`src/rtl/rom_port_responder.sv`:
```
// rtl/rom_port_responder.sv - ROM chip bus responder with one 4-bit I/O port
module rom_port_responder #(
  parameter logic [3:0] CHIP_ID = 4'h0
) (
  input  logic       clock,
  input  logic       reset,
  input  logic       sync,
  input  logic       rom_cmd,
  input  logic [3:0] data_i,
  output logic [3:0] data_o,
  output logic       data_en,
  output logic [7:0] rom_addr,
  input  logic [7:0] rom_data,
  input  logic [3:0] io_in,
  output logic [3:0] io_out
);

  typedef enum logic [3:0] {
    PH_IDLE = 4'd0,
    PH_A1   = 4'd1,
    PH_A2   = 4'd2,
    PH_A3   = 4'd3,
    PH_M1   = 4'd4,
    PH_M2   = 4'd5,
    PH_X1   = 4'd6,
    PH_X2   = 4'd7,
    PH_X3   = 4'd8
  } phase_t;

  localparam logic [3:0] OPR_IO  = 4'hE;
  localparam logic [3:0] OPA_WRR = 4'h2;
  localparam logic [3:0] OPA_RDR = 4'hA;

  phase_t     phase_q, phase_d;
  logic [7:0] rom_addr_q, rom_addr_d;
  logic [3:0] io_out_q, io_out_d;
  logic [3:0] opr_q, opr_d;
  logic [3:0] opa_q, opa_d;
  logic       selected_q, selected_d;
  logic       src_selected_q, src_selected_d;
  logic       io_pending_q, io_pending_d;
  logic       port_op;

  // Port op qualifies on the instruction latched this cycle and the last SRC target.
  assign port_op = io_pending_q && src_selected_q && (opr_q == OPR_IO);

  always_ff @(posedge clock or posedge reset) begin
    if (reset) begin
      phase_q        <= PH_IDLE;
      rom_addr_q     <= 8'h00;
      io_out_q       <= 4'h0;
      opr_q          <= 4'h0;
      opa_q          <= 4'h0;
      selected_q     <= 1'b0;
      src_selected_q <= 1'b0;
      io_pending_q   <= 1'b0;
    end else begin
      phase_q        <= phase_d;
      rom_addr_q     <= rom_addr_d;
      io_out_q       <= io_out_d;
      opr_q          <= opr_d;
      opa_q          <= opa_d;
      selected_q     <= selected_d;
      src_selected_q <= src_selected_d;
      io_pending_q   <= io_pending_d;
    end
  end

  always_comb begin
    phase_d        = phase_q;
    rom_addr_d     = rom_addr_q;
    io_out_d       = io_out_q;
    opr_d          = opr_q;
    opa_d          = opa_q;
    selected_d     = selected_q;
    src_selected_d = src_selected_q;
    io_pending_d   = io_pending_q;
    case (phase_q)
      PH_IDLE: begin
        if (sync) phase_d = PH_A1;
      end
      PH_X3: begin
        phase_d      = sync ? PH_A1 : PH_IDLE;
        io_pending_d = 1'b0;
      end
      default: begin
        if (sync) begin
          // Resync mid-cycle: restart at A1 and drop any fetch selection.
          phase_d    = PH_A1;
          selected_d = 1'b0;
        end else begin
          phase_d = phase_t'(phase_q + 4'd1);
          case (phase_q)
            PH_A1: rom_addr_d[3:0] = data_i;
            PH_A2: rom_addr_d[7:4] = data_i;
            PH_A3: selected_d = rom_cmd && (data_i == CHIP_ID);
            PH_M1: opr_d = data_i;
            PH_M2: begin
              opa_d        = data_i;
              io_pending_d = rom_cmd;
            end
            PH_X2: begin
              if (rom_cmd) begin
                src_selected_d = (data_i == CHIP_ID);
              end else if (port_op && (opa_q == OPA_WRR)) begin
                io_out_d = data_i;
              end
            end
            default: ;
          endcase
        end
      end
    endcase
  end

  always_comb begin
    data_en = 1'b0;
    data_o  = 4'h0;
    case (phase_q)
      PH_M1: if (selected_q) begin
        data_en = 1'b1;
        data_o  = rom_data[7:4];
      end
      PH_M2: if (selected_q) begin
        data_en = 1'b1;
        data_o  = rom_data[3:0];
      end
      PH_X2: if (port_op && (opa_q == OPA_RDR)) begin
        data_en = 1'b1;
        data_o  = io_in;
      end
      default: ;
    endcase
  end

  assign rom_addr = rom_addr_q;
  assign io_out   = io_out_q;

endmodule

```
`config.mk`:
```
export PLATFORM = sky130hd
export DESIGN_NAME = rom_port_responder
export DESIGN_NICKNAME = d
export VERILOG_FILES = /design/src/rtl/rom_port_responder.sv
export SDC_FILE = /design/constraint.sdc
export NUM_CORES = 1
export LEC_CHECK = 0
export BUFFER_PORTS_ARGS = -buffer_cell sky130_fd_sc_hd__buf_2
export CAP_MARGIN = 15
export CORE_AREA = 3 3 63 65
export CTS_BUF_LIST = sky130_fd_sc_hd__clkbuf_16
export CTS_CLUSTER_SIZE = 25
export DETAILED_ROUTE_END_ITERATION = 10
export DIE_AREA = 0 0 66 68
export SLEW_MARGIN = 40
export SYNTH_ARGS = -nofsm -noshare
export SYNTH_HDL_FRONTEND = slang
export SYNTH_SLANG_ARGS = --single-unit
```
`constraint.sdc`:
```
create_clock -name clock -period 1.93 [get_ports clock]
set_input_delay 0.0965 -clock clock [delete_from_list [all_inputs] [get_ports clock]]
set_output_delay 0.0965 -clock clock [all_outputs]
set_load 0.05 [all_outputs]
```
==> results.md <==
* Final Setup Violations at 0
* CTS tree: built
* Count leader, synth: dfrtp_1
* Congestion Overflow GR at 0
* Worst setup path start: phase_q[0]
* FP Rows at 21
* Avg WL per Cell at 15.94 um
* Crit path max fanout at 7
* Cells after synthesis at 111
* Placed Cells at 194
* Mean Syn Cell Area at 12.50 um^2
* Post-synth top area share at 48.69%
* Layout area overhead at 26.87%
* WL final at 3235 um
* Post-synth cell types at 32
* CP startpoint kind: register
* CP Data Arrival Time at 1.72 ns
* Largest net degree at the start of global routing at 28
* CTS Buffer Depth at 2
* Setup TNS at 0 ns
* Total number of vias at 1035
* Setup crit end: data_o[2]
* Period Utilization, post-route at 94.37%
* Max Cap Viol at 0
* RR Endpoint: opa_q[1]
* Antenna violations before repair at 0
* Drt via density at 5.099
* Post-layout util at 51.94%
* EDFF count, synth at 0
* Slew Limit Fails at 0
* Syn nets at 135
* Total Routing Usage GR at 15.78%
* Die height at 68 um
* Final #Nets at 182
* Top cells by count, synth: dfrtp_1, mux2_2, nand2_1
* H-tree depth at 1
* Origin of the critical flop-to-flop path: phase_q[1]
* Clk slew on worst S/H paths at 0.06 ns
* # clock sinks at 27
* VDD IR-drop max at 0.001078 V
* IO Count at 37
* Fraction of layout cells with a size suffix above 1 at 49.68%
* Leak at 0.8574 nW
* Root Buffer Master: clkbuf_16
* Mapped Area at 1388 um^2
* Flop2flop setup slack at 0.16 ns
* Status: finished, final reports clean
* Maximum clock rate at 549.0 MHz
* Async set-reset flop share out of synthesis at 100.0%
* First-pass GRT wire length at 5313 um
* Final non-filler cell total at 203
* Synth top area cells: dfrtp_1, mux2_2, mux2_4, ha_1, o21ai_0
* Max-slew headroom at 72.04%
* Min cycle time layout at 1.821 ns
* Area of the die at 4488 um^2
* Worst skew pair latency at 0.26 ns
* Ys flop type: dfrtp_1
* Yosys warnings at 0
* Initial DRC Count at 21
* Antenna-violating nets left at 0
* Final non-filler cell area at 1760 um^2
* Clk_skew at 0.002872 ns
* GPL Wtd Cong at 0.7236
* Die width at 66 um
* Dpl cell area at 1624 um^2
* Synth area leader: dfrtp_1
* Crit path capture type: output pin
* Hpwl dp at 2479 um
* Ant diodes at 0
* Worst Max-Slew Pin Slew at 0.4155 ns
* CP required at 1.83 ns
* Unrepaired setup endpoints after global routing: no
* Vias in the first global route at 1108
* Seq/Total Area, Yosys at 48.69%
* DRC at 0
* Critical setup path kind: register to output pin
* Initial cell density of the core at 40.94%
* Yosys reg bits at 27
* Inserted Clock Buffers at 3
* Core area at 3390 um^2
* PwrDens at 1409 nW/um^2
* Final hold vios at 0
* Port buffer count at 36
* HP Class: primary input to register
* R2R depth at 5
* Overall power at 2.481 mW
* Pre-antenna DRT Iters at 4
[flip-flops by register name, indices dropped and copies added, names as in the netlist]
signal and count:
io_out 4, io_pending_q 1, opa_q 4, opr_q 4
phase_q 4, rom_addr 8, selected_q 1, src_selected_q 1
[cell type report]
| cell class | count | area (um^2) |
|---|---|---|
| Clock buffer | 3 | 75.07 |
| Fill cell | 299 | 1629 |
| Multi-Input combinational cell | 75 | 659.4 |
| Sequential cell | 27 | 675.6 |
| Inverter | 5 | 18.77 |
| Clock inverter | 1 | 3.754 |
| Tap cell | 46 | 57.56 |
| Timing Repair Buffer | 46 | 270.3 |
[how the worst min path moves through the flow]
stage	endpoint	slack (ns)	start	cells after the start
3_5_place_dp	rom_addr[3]	0.17	reset	3
5_1_grt	phase_q[1]	0.17	sync	2
4_1_cts	phase_q[1]	0.15	sync	2
6_report	phase_q[1]	0.16	sync	2
2_1_floorplan	io_out[0]	0.15	reset	1
3_3_place_gp	rom_addr[1]	0.17	reset	3
[placed cells by master (no fill, tap or decap), drive strengths merged, types with 2 or more instances in the layout]
master	instances
a21oi	2
a22oi	4
and2	2
buf	45
clkbuf	3
dfrtp	27
ha	4
inv	6
mux2	20
nand2	10
nand3	4
nand4b	2
nor3	3
nor3b	2
nor4	4
o21ai	8
xnor2	2
[power by group]
part	switching (mW)	internal [mW]	total, mW
logic	0.678	0.445	1.12
registers	0.129	0.766	0.895
clock network	0.185	0.277	0.463
total	0.992	1.49	2.48
[critical path, cell delays in order (launching register included)]
cell and delay (ns):
dfrtp_1 0.39, buf_4 0.14, buf_4 0.14, ha_1 0.29, a22oi_1 0.24, o21ai_1 0.08, buf_4 0.19
[stage by stage]
step | hold slack, ns | setup slack (ns)
after global placement | 0.1683 | 0.1998
after detailed placement | 0.1731 | 0.1305
after global routing | 0.1708 | 0.008003
final | 0.1586 | 0.1086
after CTS | 0.1514 | 0.08490
after floorplan | 0.1492 | 0.09402
[layer usage]
layer	GRT usage, %	share of wire, %	wire length (um)
met1	19.30	43	1396
met2	28.16	49	1587
met3	3.777	6.5	211
met4	3.807	1.3	41
met5	0	0	0
[what timing repair did]
item,CTS,global route
setup endpoints to repair,5,4
resized for setup,6,1
buffers inserted,4,0
hold buffers,1,0
endpoints found under the hold margin,27,0
[cells by family after synthesis]
logic type	Yosys count	share of synthesized area [%]
buffers and inverters	9	4.148
adders and majority gates	4	3.607
xor gates and xnor gates	2	1.263
AOI/OAI and AO/OA	16	6.764
and+or+nand+nor	32	16.95
DFF	27	48.69
muxes	21	18.58
(Power assumes the default switching activity.)
